===== src/rtl/spike_dispatch_pkg.sv =====
// Shared types for the spike dispatcher: FSM states and the AER event record.
// Imported by the dispatcher RTL and its bench.
package spike_dispatch_pkg;

  localparam int TICK_W     = 8;
  localparam int AER_ADDR_W = 16;

  typedef enum logic [2:0] {
    S_IDLE    = 3'd0,
    S_WAIT    = 3'd1,
    S_POP     = 3'd2,
    S_LATCH   = 3'd3,
    S_REQ     = 3'd4,
    S_RELEASE = 3'd5,
    S_DONE    = 3'd6
  } state_e;

  typedef struct packed {
    logic [AER_ADDR_W-1:0] addr;
    logic [TICK_W-1:0]     tick;
  } aer_evt_t;

endpackage


===== src/rtl/spike_dispatch_sat_counter.sv =====
// Saturating up-counter with synchronous clear.
// Sticks at all-ones instead of wrapping.
module sat_counter #(
  parameter int W = 16
) (
  input  logic         clk,
  input  logic         rst_n,
  input  logic         clr_i,
  input  logic         inc_i,
  output logic [W-1:0] cnt_o
);

  logic [W-1:0] cnt_q, cnt_d;

  always_comb begin
    cnt_d = cnt_q;
    if (clr_i) begin
      cnt_d = '0;
    end else if (inc_i && (cnt_q != '1)) begin
      cnt_d = cnt_q + W'(1);
    end
  end

  always_ff @(posedge clk or negedge rst_n) begin
    if (!rst_n) begin
      cnt_q <= '0;
    end else begin
      cnt_q <= cnt_d;
    end
  end

  assign cnt_o = cnt_q;

endmodule


===== src/rtl/spike_dispatch.sv =====
// Drains the spike FIFO for one tick and emits each spike as a
// four-phase AER event stamped with the captured tick.
module spike_dispatch
  import spike_dispatch_pkg::*;
#(
  parameter int N     = 256,
  parameter int CNT_W = 16,
  localparam int AW   = $clog2(N)
) (
  input  logic              CLK,
  input  logic              RSTN,
  input  logic              start_i,
  input  logic [TICK_W-1:0] tick_i,
  input  logic              next_tick_i,
  input  logic              spikecore_done_i,
  input  logic              FIFO_empty_i,
  output logic              FIFO_r_en_o,
  input  logic [AW-1:0]     FIFO_r_data_i,
  output logic              aer_req_o,
  output logic [AW-1:0]     aer_addr_o,
  output logic [TICK_W-1:0] aer_tick_o,
  input  logic              aer_ack_i,
  output logic [CNT_W-1:0]  event_count_o,
  output logic              dispatch_done_o
);

  state_e            state_q, state_d;
  logic [AW-1:0]     addr_q, addr_d;
  logic [TICK_W-1:0] tick_q, tick_d;
  logic              cnt_clr, cnt_inc;

  always_comb begin
    state_d = state_q;
    addr_d  = addr_q;
    tick_d  = tick_q;
    cnt_clr = 1'b0;
    cnt_inc = 1'b0;
    case (state_q)
      S_IDLE: begin
        if (start_i) begin
          state_d = S_WAIT;
          tick_d  = tick_i;
          cnt_clr = 1'b1;
        end
      end
      // FIFO drains before done is honoured
      S_WAIT: begin
        if (!FIFO_empty_i) begin
          state_d = S_POP;
        end else if (spikecore_done_i) begin
          state_d = S_DONE;
        end
      end
      S_POP: state_d = S_LATCH;
      S_LATCH: begin
        addr_d  = FIFO_r_data_i;
        state_d = S_REQ;
      end
      S_REQ: begin
        if (aer_ack_i) begin
          state_d = S_RELEASE;
          cnt_inc = 1'b1;
        end
      end
      S_RELEASE: begin
        if (!aer_ack_i) begin
          state_d = S_WAIT;
        end
      end
      S_DONE: begin
        if (next_tick_i) begin
          state_d = S_IDLE;
        end
      end
      default: state_d = S_IDLE;
    endcase
  end

  always_ff @(posedge CLK or negedge RSTN) begin
    if (!RSTN) begin
      state_q <= S_IDLE;
      addr_q  <= '0;
      tick_q  <= '0;
    end else begin
      state_q <= state_d;
      addr_q  <= addr_d;
      tick_q  <= tick_d;
    end
  end

  sat_counter #(
    .W(CNT_W)
  ) u_cnt (
    .clk  (CLK),
    .rst_n(RSTN),
    .clr_i(cnt_clr),
    .inc_i(cnt_inc),
    .cnt_o(event_count_o)
  );

  assign FIFO_r_en_o     = (state_q == S_POP);
  assign aer_req_o       = (state_q == S_REQ);
  assign dispatch_done_o = (state_q == S_DONE);
  assign aer_addr_o      = addr_q;
  assign aer_tick_o      = tick_q;

endmodule


===== config.mk =====
export PLATFORM = sky130hd
export DESIGN_NAME = spike_dispatch
export DESIGN_NICKNAME = d
export VERILOG_FILES = /design/src/rtl/spike_dispatch_pkg.sv /design/src/rtl/spike_dispatch_sat_counter.sv /design/src/rtl/spike_dispatch.sv
export SDC_FILE = /design/constraint.sdc
export NUM_CORES = 1
export LEC_CHECK = 0
export CAP_MARGIN = 0
export CORE_UTILIZATION = 25
export CTS_BUF_LIST = sky130_fd_sc_hd__clkbuf_8
export DETAILED_ROUTE_END_ITERATION = 6
export PLACE_DENSITY = 0.53
export SYNTH_ARGS = -nofsm -noshare
export SYNTH_HDL_FRONTEND = slang
export SYNTH_SLANG_ARGS = --single-unit

===== constraint.sdc =====
create_clock -name CLK -period 3.8 [get_ports CLK]
set_input_delay 0.76 -clock CLK [delete_from_list [all_inputs] [get_ports CLK]]
set_output_delay 0.76 -clock CLK [all_outputs]
set_load 0.05 [all_outputs]

==> results.json <==
{
  "grt_pass1_vias": 1446,
  "post-cts-setup-buffers": 0,
  "io_pins": 58,
  "antenna_found_initial": 0,
  "drt_iter0_markers": 134,
  "p_int_uw": 924,
  "crit_buf_inv": 1,
  "setup_viol": 0,
  "numCtsBuffers": 5,
  "combPwrFrac_pct": 50.3,
  "whs_ps": 487,
  "cp.arrival_ps": 2000,
  "wl_per_cell_microns": 13.3,
  "pwr-share-seq_pct": 33.5,
  "clk_pin_slew_worst_paths_ps": 80,
  "yosys_register_bits": 35,
  "vias": 1645,
  "start_util_pct": 25.8,
  "relSlewSlack_pct": 46.7,
  "firstDrtPassIters": 4,
  "area_delta_synth_final_pct": 40.6,
  "whs_path_depth": 2,
  "swShare_pct": 46.5,
  "reg2regPathDepth": 6,
  "synth_warnings": 0,
  "via_per_inst": 4.73,
  "clock_path_buffers": 2,
  "critPathLaunchType": "flip-flop",
  "drt_wl_total_mm": 4.62,
  "period_share_pct": 72.5,
  "drc_errors": 0,
  "gr-total-overflow": 0,
  "crit_chain": "nor3b_1 > clkdlybuf4s50_1",
  "grt_start_max_net_pins": 36,
  "fp.dieArea_sq_um": 7810,
  "finalCriticalPeriod_ps": 2760,
  "cts_resized": 0,
  "fmax_mhz": 363,
  "hpwlAfterDp_mm": 3.22,
  "fin_skew_ps": 8.31,
  "clk-insertion-delay-late_ps": 290,
  "worstSetupEndpointType": "output port",
  "async_reset_ff_share_pct": 100,
  "grt_pass1_wl_mm": 7.51,
  "io_buffer_count": 57,
  "path_delay_family": "buffers and inverters",
  "chipHeight_microns": 88.4,
  "cp_max_fo": 13,
  "peakVddDrop_uv": 376,
  "p_leak_uw": 0.00107,
  "status": "complete, no violations",
  "hold_violations": 0,
  "cp_num_cells": 2,
  "rsz0062_at_grt": "no",
  "core-area_sq_um": 7210,
  "h-tree-depth": 2,
  "pwr_density_cell_nw_per_um2": 659,
  "slew_violations": 0,
  "worstPathRequired_ps": 3040,
  "synth_nets": 216,
  "cts.sinks": 35,
  "synth.distinct_cells": 42,
  "worst_pin_slew_ps": 799,
  "power_frac_clock_pct": 16.1,
  "cp_slowest_cell": "clkdlybuf4s50_1",
  "rows": 31,
  "nets": 272,
  "gp_congestion": 0.795,
  "final_common_cell": "clkdlybuf4s50_1",
  "drive_gt1_share_pct": 12.0,
  "mostFrequentLayoutCells": "clkdlybuf4s50_1, dfrtp_1, nand2_1",
  "setup_tns_ps": 0,
  "ys.flop_type": "dfrtp_1",
  "min_path_type": "flip-flop to flip-flop",
  "power.switching_uw": 804,
  "syn_area_sq_um": 1860,
  "synth_edf_count": 0,
  "cts_tree": "built",
  "max_cap_viol_count": 0,
  "die_w_microns": 88.4,
  "num_antenna_cells": 0,
  "worstSetupPathType": "flip-flop to output port",
  "syn_inst": 192,
  "fill_cells": 781,
  "grtUsageTotal_pct": 12.6,
  "cts_hold_buf": 0,
  "ys_seq_area_share_pct": 47.0,
  "critPathMaxStageDelay_ps": 850,
  "detail-route-antenna-nets": 0,
  "root_buffer": "clkbuf_8",
  "postSynthAreaPerCell_sq_um": 9.71
}
==> cell type report <==
cell class	count	area, sq um	share of cell area [%]
clock inverters	3	20.0	0.764
well taps	99	124	4.73
inverters	6	22.5	0.859
flip-flops and latches	35	876	33.4
multi-input cells	140	922	35.2
repair buffers	60	588	22.4
clock buffers	5	68.8	2.63
==> flip-flops by register name, indices dropped and copies added (netlist names) <==
name,cells
state_q,3
aer_tick_o,8
aer_addr_o,8
u_cnt.cnt_o,16
==> Yosys cell counts, types with 2 or more instances <==
cell      count  area, sq um
a21oi_1       6         30.0
a221o_1       9         90.1
and2_1        5         31.3
and3_1        4         25.0
and4_1        2         17.5
buf_2         3         15.0
clkbuf_1      6         22.5
dfrtp_1      35          876
inv_1         6         22.5
mux2_2        9          101
mux2i_1       2         20.0
nand2_1      34          128
nand3_1       8         40.0
nand4_1       7         43.8
nor2_1       13         48.8
nor3_1        4         20.0
nor4_1        6         37.5
nor4b_1       2         17.5
o21ai_0       2         10.0
o31ai_1       2         15.0
or4_1         6         45.0
==> worst register-to-register path: stages (launching register included) <==
cell and delay, ps:
dfrtp_1 430, ha_1 270, nand3_4 160, nor4_4 530, nor2_1 80, buf_4 200
a221o_1 330
==> cells by family after synthesis <==
logic type / Yosys count / synth area share [%]
buffers and inverters: 17 / 3.89
flip-flops: 35 / 47.0
XOR/XNOR: 1 / 0.470
AND/OR/NAND/NOR: 102 / 30.6
AO/OA/AOI/OAI: 25 / 10.9
adder cells (fa/ha/maj): 1 / 0.671
multiplexers: 11 / 6.51
==> routing by layer <==
metal	track usage, %	share of wire, %
met4	4.40	1.1
met5	0	0
met2	18.5	44
met3	3.17	5.7
met1	17.8	49
==> through the flow <==
stage	total power (uW)	utilization, %	worst slack (ps)	cells	area [sq um]
3_3_place_gp	1460	35.1	1230	340	2530
4_1_cts	1750	36.3	1010	348	2620
3_5_place_dp	1460	35.1	1220	340	2530
2_1_floorplan	1160	-	1150	192	1860
5_1_grt	1820	36.3	934	348	2620
6_report	1730	36.3	1040	348	2620
==> path summary, 6_finish.rpt <==
kind,slack (ps),to,start
worst max-delay path,1040,aer_req_o,state_q[2]$_DFFE_PN0P_
worst min-delay path,490,aer_tick_o[0]$_DFFE_PN0P_,aer_tick_o[0]$_DFFE_PN0P_
worst max register to register,1700,u_cnt.cnt_o[11]$_DFFE_PN0P_,u_cnt.cnt_o[0]$_DFFE_PN0P_
worst min register to register,490,aer_tick_o[0]$_DFFE_PN0P_,aer_tick_o[0]$_DFFE_PN0P_
max in group asynchronous,2750,aer_addr_o[1]$_DFFE_PN0P_,RSTN
min in group asynchronous,550,u_cnt.cnt_o[4]$_DFFE_PN0P_,RSTN
==> power by group through the flow <==
stage | clock network [uW] | logic, uW | registers (uW)
5_1_grt | 300 | 920 | 602
2_1_floorplan | 0 | 291 | 869
6_report | 279 | 869 | 580
3_3_place_gp | 0 | 874 | 587
3_5_place_dp | 0 | 877 | 587
4_1_cts | 290 | 878 | 581
(Power assumes the default switching activity.)
